[src/rtl/wb_pkg.sv]
// Shared types and helpers for the load-return writeback stage.
// Load funct3 codes, queue entry layout and legality check.
package wb_pkg;

  localparam logic [2:0] FNC_LB  = 3'b000;
  localparam logic [2:0] FNC_LH  = 3'b001;
  localparam logic [2:0] FNC_LW  = 3'b010;
  localparam logic [2:0] FNC_LBU = 3'b100;
  localparam logic [2:0] FNC_LHU = 3'b101;

  localparam int ENT_SRC_W = 4;
  localparam int ENT_RD_W  = 8;

  typedef struct packed {
    logic [2:0]           funct3;
    logic [1:0]           off;
    logic [ENT_SRC_W-1:0] src;
    logic [ENT_RD_W-1:0]  rd;
  } wb_ld_entry_t;

  function automatic logic ld_illegal(
    input logic [2:0] funct3,
    input logic [1:0] off
  );
    logic bad;
    bad = 1'b1;
    case (funct3)
      FNC_LB, FNC_LBU: bad = 1'b0;
      FNC_LH, FNC_LHU: bad = (off == 2'd3);
      FNC_LW:          bad = (off != 2'd0);
      default:         bad = 1'b1;
    endcase
    return bad;
  endfunction

endpackage

[src/rtl/load_align.sv]
// Load data alignment: shift selected byte/halfword down
// and sign- or zero-extend it to the full word.
module load_align
  import wb_pkg::*;
#(
  parameter int XLEN = 32
) (
  input  logic [XLEN-1:0] word,
  input  logic [2:0]      funct3,
  input  logic [1:0]      off,
  output logic [XLEN-1:0] value
);

  logic [XLEN-1:0] sh;

  assign sh = word >> {off, 3'b000};

  always_comb begin
    value = sh;
    unique case (1'b1)
      funct3 == FNC_LB:
        value = {{(XLEN-8){sh[7]}}, sh[7:0]};
      funct3 == FNC_LH:
        value = {{(XLEN-16){sh[15]}}, sh[15:0]};
      funct3 == FNC_LBU:
        value = {{(XLEN-8){1'b0}}, sh[7:0]};
      funct3 == FNC_LHU:
        value = {{(XLEN-16){1'b0}}, sh[15:0]};
      funct3 == FNC_LW:
        value = sh;
      default:
        value = sh;
    endcase
  end

endmodule

[src/rtl/wb_load_return.sv]
// Writeback stage with an in-order queue of outstanding loads,
// per-source response handshake and load-over-ALU arbitration.
module wb_load_return
  import wb_pkg::*;
#(
  parameter int XLEN    = 32,
  parameter int NUM_SRC = 3,
  parameter int DEPTH   = 4,
  parameter int RA_W    = 5,
  localparam int SRC_W  = (NUM_SRC > 1) ? $clog2(NUM_SRC) : 1
) (
  input  logic                    clk,
  input  logic                    rst_n,
  input  logic                    issue_valid,
  output logic                    issue_ready,
  input  logic [2:0]              issue_funct3,
  input  logic [1:0]              issue_off,
  input  logic [SRC_W-1:0]        issue_src,
  input  logic [RA_W-1:0]         issue_rd,
  input  logic [NUM_SRC-1:0]      rsp_valid,
  input  logic [NUM_SRC*XLEN-1:0] rsp_data,
  output logic [NUM_SRC-1:0]      rsp_ready,
  input  logic                    alu_valid,
  output logic                    alu_ready,
  input  logic [RA_W-1:0]         alu_rd,
  input  logic [XLEN-1:0]         alu_wdata,
  output logic                    wb_regwen,
  output logic [RA_W-1:0]         wb_rd,
  output logic [XLEN-1:0]         wb_wdata,
  output logic                    misalign_err,
  output logic [(1<<RA_W)-1:0]    pending_rd_mask
);

  localparam int PTR_W = $clog2(DEPTH);
  localparam int CNT_W = PTR_W + 1;
  localparam int NREG  = 1 << RA_W;

  wb_ld_entry_t     q [DEPTH];
  logic [PTR_W-1:0] head;
  logic [PTR_W-1:0] tail;
  logic [CNT_W-1:0] count;

  wb_ld_entry_t     head_ent;
  wb_ld_entry_t     new_ent;
  logic             not_empty;
  logic             head_vld;
  logic             cmp;
  logic             issue_fire;
  logic             illegal;
  logic             push;
  logic             alu_fire;
  logic [XLEN-1:0]  rsp_word;
  logic [XLEN-1:0]  ld_val;
  logic [PTR_W-1:0] rel [DEPTH];

  assign head_ent    = q[head];
  assign not_empty   = (count != '0);
  assign issue_ready = (count < CNT_W'(DEPTH));
  assign issue_fire  = issue_valid && issue_ready;
  assign illegal     = ld_illegal(issue_funct3, issue_off);
  assign push        = issue_fire && !illegal;

  always_comb begin
    new_ent        = '0;
    new_ent.funct3 = issue_funct3;
    new_ent.off    = issue_off;
    new_ent.src    = ENT_SRC_W'(issue_src);
    new_ent.rd     = ENT_RD_W'(issue_rd);
  end

  // Only the head entry's source is steered and acknowledged.
  always_comb begin
    rsp_ready = '0;
    rsp_word  = '0;
    head_vld  = 1'b0;
    for (int i = 0; i < NUM_SRC; i++) begin
      if (not_empty && head_ent.src == ENT_SRC_W'(i)) begin
        rsp_ready[i] = 1'b1;
        rsp_word     = rsp_data[i*XLEN +: XLEN];
        head_vld     = rsp_valid[i];
      end
    end
  end

  assign cmp       = head_vld;
  assign alu_ready = !cmp;
  assign alu_fire  = alu_valid && alu_ready;

  load_align #(
    .XLEN(XLEN)
  ) u_align (
    .word  (rsp_word),
    .funct3(head_ent.funct3),
    .off   (head_ent.off),
    .value (ld_val)
  );

  always_comb begin
    for (int i = 0; i < DEPTH; i++) begin
      rel[i] = PTR_W'(i) - head;
    end
  end

  always_comb begin
    pending_rd_mask = '0;
    for (int i = 0; i < DEPTH; i++) begin
      if ({1'b0, rel[i]} < count) begin
        for (int r = 1; r < NREG; r++) begin
          if (q[i].rd == ENT_RD_W'(r)) begin
            pending_rd_mask[r] = 1'b1;
          end
        end
      end
    end
  end

  always_ff @(posedge clk or negedge rst_n) begin
    if (!rst_n) begin
      head  <= '0;
      tail  <= '0;
      count <= '0;
      for (int i = 0; i < DEPTH; i++) begin
        q[i] <= '0;
      end
    end else begin
      if (push) begin
        q[tail] <= new_ent;
        tail    <= tail + 1'b1;
      end
      if (cmp) begin
        head <= head + 1'b1;
      end
      count <= count + CNT_W'(push) - CNT_W'(cmp);
    end
  end

  // Loads win the write port; rd = 0 still consumes the slot.
  always_ff @(posedge clk or negedge rst_n) begin
    if (!rst_n) begin
      wb_regwen    <= 1'b0;
      wb_rd        <= '0;
      wb_wdata     <= '0;
      misalign_err <= 1'b0;
    end else begin
      misalign_err <= issue_fire && illegal;
      wb_regwen    <= 1'b0;
      if (cmp) begin
        wb_regwen <= (head_ent.rd != '0);
        wb_rd     <= head_ent.rd[RA_W-1:0];
        wb_wdata  <= ld_val;
      end else if (alu_fire) begin
        wb_regwen <= (alu_rd != '0);
        wb_rd     <= alu_rd;
        wb_wdata  <= alu_wdata;
      end
    end
  end

endmodule

[config.mk]
export PLATFORM = sky130hd
export DESIGN_NAME = wb_load_return
export DESIGN_NICKNAME = d
export VERILOG_FILES = /design/src/rtl/wb_pkg.sv /design/src/rtl/load_align.sv /design/src/rtl/wb_load_return.sv
export SDC_FILE = /design/constraint.sdc
export NUM_CORES = 1
export LEC_CHECK = 0
export BUFFER_PORTS_ARGS = -buffer_cell sky130_fd_sc_hd__buf_2
export CAP_MARGIN = 20
export CORE_MARGIN = 3
export CORE_UTILIZATION = 30
export CTS_CLUSTER_SIZE = 24
export DETAILED_ROUTE_END_ITERATION = 6
export GPL_TIMING_DRIVEN = 0
export PLACE_DENSITY_LB_ADDON = 0.08
export SLEW_MARGIN = 20
export SYNTH_ARGS = -nofsm -noshare
export SYNTH_HDL_FRONTEND = slang
export SYNTH_SLANG_ARGS = --single-unit
[constraint.sdc]
create_clock -name clk -period 9.82 [get_ports clk]
set_clock_uncertainty 0.2 [all_clocks]
set_input_delay 0.982 -clock clk [delete_from_list [all_inputs] [get_ports clk]]
set_output_delay 0.982 -clock clk [all_outputs]
set_load 0.05 [all_outputs]
# After elaboration in Yosys (flattened, before gate mapping)
# Cells that the tools add are included.
[word_totals] reg_bits=114 latch_bits=0 ram_bits=0 romBits=0 output_inout_bits=76 elab_cells=347 n_memories=0
[classes] add_sub_neg=8 multipliers=0 div=0 magnitude_cmp=8 eq_ne=134 shift=1 n_mux=151 n_bitwise=2 n_reduce_logical=20
[op_table] op="$eq A8 B5 Y1 const B" count=64
[op_table] op="$eq A8 B4 Y1 const B" count=32
[op_table] op="$mux W32" count=5
[op_table] op="$mux W1" count=132
[op_table] op="$eq A8 B3 Y1 const B" count=16
[op_table] op="$pmux W32 S4" count=1
[op_table] op="$mux W31" count=4
[op_table] op="$bwmux W68" count=1
[op_table] op="$eq A8 B2 Y1 const B" count=8
[op_table] op="$mux W17" count=3
[op_table] op="$bmux W17 S2" count=1
[op_table] op="$demux W17 S2" count=1
[op_table] op="$eq A8 B1 Y1 const B" count=4
[op_table] op="$shr A32 B5 Y32" count=1
[op_table] op="$eq A3 B3 Y1 const B" count=4
[op_table] op="$lt A2 B3 Y1" count=4
[op_table] op="$mux W5" count=2
[op_table] op="$logic_and A1 B1 Y1" count=8
[op_table] op="$reduce_bool A8 Y1" count=1
[op_table] op="$eq A3 B1 Y1 const B" count=2
[op_table] op="$ge A3 B3 Y1 const B" count=2
[op_table] op="$logic_not A3 Y1" count=2
[op_table] op="$not A2 Y3" count=2
[op_table] op="$reduce_bool A5 Y1" count=1
[op_table] op="17 further kinds" count=23

# Longest topological paths before layout
[depth] ltp_word=13 mapped_depth=14

# By module
# From an unflattened synthesis, not the netlist that was laid out.
[hier_totals] cells_unflattened=755 hier_area_um2=6995.5
[modules_own_cells] module="wb_load_return" n_inst=1 cells_per_inst=648 area_per_inst_um2=6301.0 seq_area_each_um2=2352.3
[modules_own_cells] module="load_align" n_inst=1 cells_per_inst=107 area_per_inst_um2=694.4 seq_area_each_um2=0.0

# Worst setup path before layout
# Ideal clock, no wire load.
[synth_path] path_type="register -> output" startpoint="reg head[1]" endpoint="out pending_rd_mask[6]" arrival_ps=3872 required_time_ps=8638 setup_slack_ps=4766 path_stages_with_launch=10 path_buffers=3 path_cell_list="dfrtp_1 > buf_2 > buf_1 > xnor2_1 > ha_1 > a21oi_1 > nor2_1 > or2_2 > clkbuf_1 > o311ai_0"
[synth_between] elab_chain_len=9 elab_cells_between_ends=15 cone_classes="4 x add/sub; 4 x order compare; 7 x mux"
[synth_rtl] element="start: declaration" line="wb_load_return.sv:39" source="logic [PTR_W-1:0] head;"
[synth_rtl] element="start signal: assignment" line="wb_load_return.sv:131" source="head <= head + 1'b1;"
[synth_rtl] element="$sub A1 B2 Y2" line="wb_load_return.sv:100" source="rel[i] = PTR_W'(i) - head;"
[synth_rtl] element="$lt A2 B3 Y1" line="wb_load_return.sv:107" source="if ({1'b0, rel[i]} < count) begin"
[synth_rtl] element="$mux W31" line="wb_load_return.sv:107"
[synth_rtl] element="$mux W1" line="wb_load_return.sv:109" source="if (q[i].rd == ENT_RD_W'(r)) begin"
[synth_rtl] element="$mux W31" line="wb_load_return.sv:107"
[synth_rtl] element="$mux W1" line="wb_load_return.sv:109"
[synth_rtl] element="$mux W31" line="wb_load_return.sv:107"
[synth_rtl] element="$mux W1" line="wb_load_return.sv:109"
[synth_rtl] element="$mux W31 *" line="wb_load_return.sv:107"
[synth_rtl] element="end: declaration" line="wb_load_return.sv:31" source="output logic [(1<<RA_W)-1:0] pending_rd_mask"
# Mark *: on every way between the ends. The rest lies on a longest branch, timed or not.

# Worst setup path in the final report
[layout_path] startpoint="reg head[1]" endpoint="out pending_rd_mask[1]"
# Same word-level chain as after synthesis.

==> impl_results.rst <==
.. list-table::
   :header-rows: 1

   * - Metric
     - Value
   * - Most frequently used flop master after synthesis
     - sky130_fd_sc_hd__dfrtp_1
   * - Fraction of synthesized cell area taken by the top area cell type
     - 34.6%
   * - Placed standard-cell area
     - 8310 um2
   * - Mapped Cells
     - 706
   * - Element type at the critical path end
     - primary output
   * - Vertical die dimension
     - 157 um
   * - TritonCTS clock tree
     - yes
   * - Most used cells in the layout excluding fill and tap cells
     - sky130_fd_sc_hd__buf_2 (232), sky130_fd_sc_hd__dfrtp_1 (94), sky130_fd_sc_hd__mux2i_1 (81), sky130_fd_sc_hd__nand2_1 (58), sky130_fd_sc_hd__mux2_2 (51)
   * - Clk slew on worst S/H paths
     - 0.07 ns
   * - Leading cell types by total area after synthesis
     - sky130_fd_sc_hd__dfrtp_1 (35%), sky130_fd_sc_hd__mux2i_1 (12%), sky130_fd_sc_hd__mux2_2 (8.4%)
   * - Final Cycle Share
     - 50.7%
   * - Largest net degree at the start of global routing
     - 73
   * - First-pass GRT wire length
     - 39.9 mm
   * - Clock H-tree levels
     - 3
   * - Die area
     - 24500 um2
   * - Vias in the first global route
     - 6606
   * - Maximum fanout along the worst path
     - 10
   * - Worst-case setup slack after placement
     - 5.23 ns
   * - Cell area after technology mapping
     - 6800 um2
   * - Number of buffers on the longest clock path
     - 2
   * - Unrepaired setup endpoints after global routing
     - false
   * - HPWL after detailed placement
     - 21.9 mm
   * - Antenna violations before repair
     - 1
   * - Vias per Instance
     - 5.51
   * - Number of buffers inserted to repair setup after CTS
     - 0
   * - Total count of max-transition violations in the final report
     - 0
   * - Ys Warns
     - 0
   * - Number of max-cap violations
     - 0
   * - Final hold vios
     - 0
   * - Crit start category
     - flop
   * - Synthesized Nets
     - 869
   * - Post-route setup slack
     - 4.84 ns
   * - Root buffer selected by CTS
     - sky130_fd_sc_hd__clkbuf_16
   * - Starting density of the core
     - 30.9%
   * - Detailed-route via count
     - 6772
   * - Remaining antenna violation count after routing
     - 0
   * - Crit Path Class
     - reg2out
   * - Number of standard-cell rows in the floorplan
     - 54
   * - Post-layout util
     - 39.1%
   * - Ant. Diodes
     - 0
   * - Die width
     - 157 um
   * - EDFF count, synth
     - 0
   * - DR WL/cell
     - 22.1 um
   * - Cell type with the highest aggregate area in the netlist
     - sky130_fd_sc_hd__dfrtp_1
   * - Clk sink count
     - 94
   * - Number of iterations in the first detailed-routing pass
     - 5
   * - Sequential-to-total area share from yosys stat
     - 34.6%
   * - Clock network latency to the later pin of the worst-skew pair
     - 0.35 ns
   * - Syn avg cell area
     - 9.63 um2
   * - Relative max-transition margin
     - 31.9%
   * - Final global-route overflow total
     - 0
   * - DRC violation count after routing
     - 0
   * - Arrival time worst endpoint
     - 3.80 ns
   * - Max frequency
     - 201 MHz
   * - Area overhead of the layout relative to synthesis
     - 26.7%
   * - Cells resized by post-CTS repair
     - 0
   * - Summed area of non-filler cells in the final layout
     - 8610 um2
   * - Initial DRC count
     - 491
   * - Setup violation total in the final timing report
     - 0
   * - Shortest clock period the worst path allows after layout
     - 4.98 ns
   * - Worst hold-check path type
     - in2async
   * - Status
     - finished, final reports clean
   * - Num CTS Buffers
     - 9
   * - Core area
     - 22000 um2
   * - Layout net count
     - 1106
   * - Netlist cell types
     - 61
   * - Count of boundary I/O pins
     - 228
   * - Synthesis-stage register bit count
     - 94
   * - Wire length reported by the detailed router
     - 27.2 mm
   * - Share of final-layout standard cells stronger than drive strength 1
     - 35.0%
   * - Setup_tns
     - 0 ns
   * - Hold buffer count at CTS
     - 0
   * - WP data required
     - 8.64 ns
   * - Overall routing resource usage
     - 21.4%
   * - Port Buffers
     - 225
   * - Most common cell after layout, fill and taps aside
     - sky130_fd_sc_hd__buf_2
   * - Final GP Congestion
     - 0.936
   * - Slew of the pin with the lowest slew margin
     - 1.01 ns
   * - Ys async rst share
     - 100%
[flip-flops by register name (all words and copies together), names as in the netlist]
name and count:
misalign_err 1, wb_rd 5, head 2, count 3, wb_regwen 1, wb_wdata 32
q 48, tail 2
[metal layers]
metal | part of all wire (%) | track usage [%] | vias up
met5 | 0.048 | 0 | -
met4 | 2.1 | 5.46 | 2
met3 | 6.1 | 3.82 | 39
met2 | 47 | 35.6 | 286
met1 | 44 | 28.8 | 3299
li1 | - | - | 3146
[cell type report]
type | instances | area [um2]
multi-input cells | 545 | 4140
inverters | 15 | 56.3
clock inverters | 7 | 80.1
well taps | 280 | 350
plain buffers | 52 | 254
repair buffers | 226 | 1160
flip-flops and latches | 94 | 2350
fillers | 2292 | 13400
clock buffers | 9 | 225
[final timing paths]
kind,slack (ns),cells after the start,end,from
setup / recovery,4.84,11,pending_rd_mask[1],head[1]$_DFFE_PN0P_
hold / removal,0.27,1,wb_wdata[28]$_DFFE_PN0P_,rst_n
setup reg to reg,5.94,14,count[2]$_DFF_PN0_,head[0]$_DFFE_PN0P_
hold reg to reg,0.31,1,q[31]$_DFFE_PN0P_,q[31]$_DFFE_PN0P_
max in group asynchronous,8.49,2,q[19]$_DFFE_PN0P_,rst_n
min in group clk,0.31,1,q[31]$_DFFE_PN0P_,q[31]$_DFFE_PN0P_
[cell usage after synthesis, types with 11 or more instances]
cell                       instances
sky130_fd_sc_hd__dfrtp_1          94
sky130_fd_sc_hd__nor3_1           15
sky130_fd_sc_hd__nand3_1          21
sky130_fd_sc_hd__nor2_1           44
sky130_fd_sc_hd__a21oi_1          24
sky130_fd_sc_hd__clkbuf_1         32
sky130_fd_sc_hd__o22ai_1          24
sky130_fd_sc_hd__mux2i_1          81
sky130_fd_sc_hd__o221ai_1         12
sky130_fd_sc_hd__nand2b_1         21
sky130_fd_sc_hd__o21ai_0          21
sky130_fd_sc_hd__inv_1            14
sky130_fd_sc_hd__nor2b_1          11
sky130_fd_sc_hd__nand2_1          58
sky130_fd_sc_hd__mux2_2           51
[logic make-up after synthesis]
| group | count (synthesis) | share of synthesized area (%) |
|---|---|---|
| AO/OA/AOI/OAI | 174 | 18.7 |
| XOR/XNOR | 6 | 0.773 |
| adder cells (fa/ha/maj) | 11 | 2.13 |
| buffers and inverters | 67 | 4.56 |
| flip-flops | 94 | 34.6 |
| multiplexers | 142 | 23.7 |
| other | 1 | 0.0552 |
| AND/OR/NAND/NOR | 211 | 15.5 |
[critical path: stages, from the launching register on]
cell	delay, ns
sky130_fd_sc_hd__dfrtp_1	0.36
sky130_fd_sc_hd__buf_2	0.27
sky130_fd_sc_hd__buf_1	0.52
sky130_fd_sc_hd__xnor2_1	0.22
sky130_fd_sc_hd__ha_1	0.27
sky130_fd_sc_hd__a21oi_1	0.17
sky130_fd_sc_hd__nor2_1	0.16
sky130_fd_sc_hd__or2_2	0.33
sky130_fd_sc_hd__clkbuf_1	0.23
sky130_fd_sc_hd__or4_1	0.51
sky130_fd_sc_hd__nand3_1	0.12
sky130_fd_sc_hd__buf_2	0.28
[metrics by stage]
stage / hold WS, ns / std cells
floorplan: 0.274 / 706
global placement: 0.284 / 1211
detailed placement: 0.290 / 1212
CTS: 0.272 / 1228
global route: 0.274 / 1228
finish: 0.273 / 1228
Power is not shown: default switching activity piles up to over one toggle a cycle in this logic, so the estimate is an artifact.
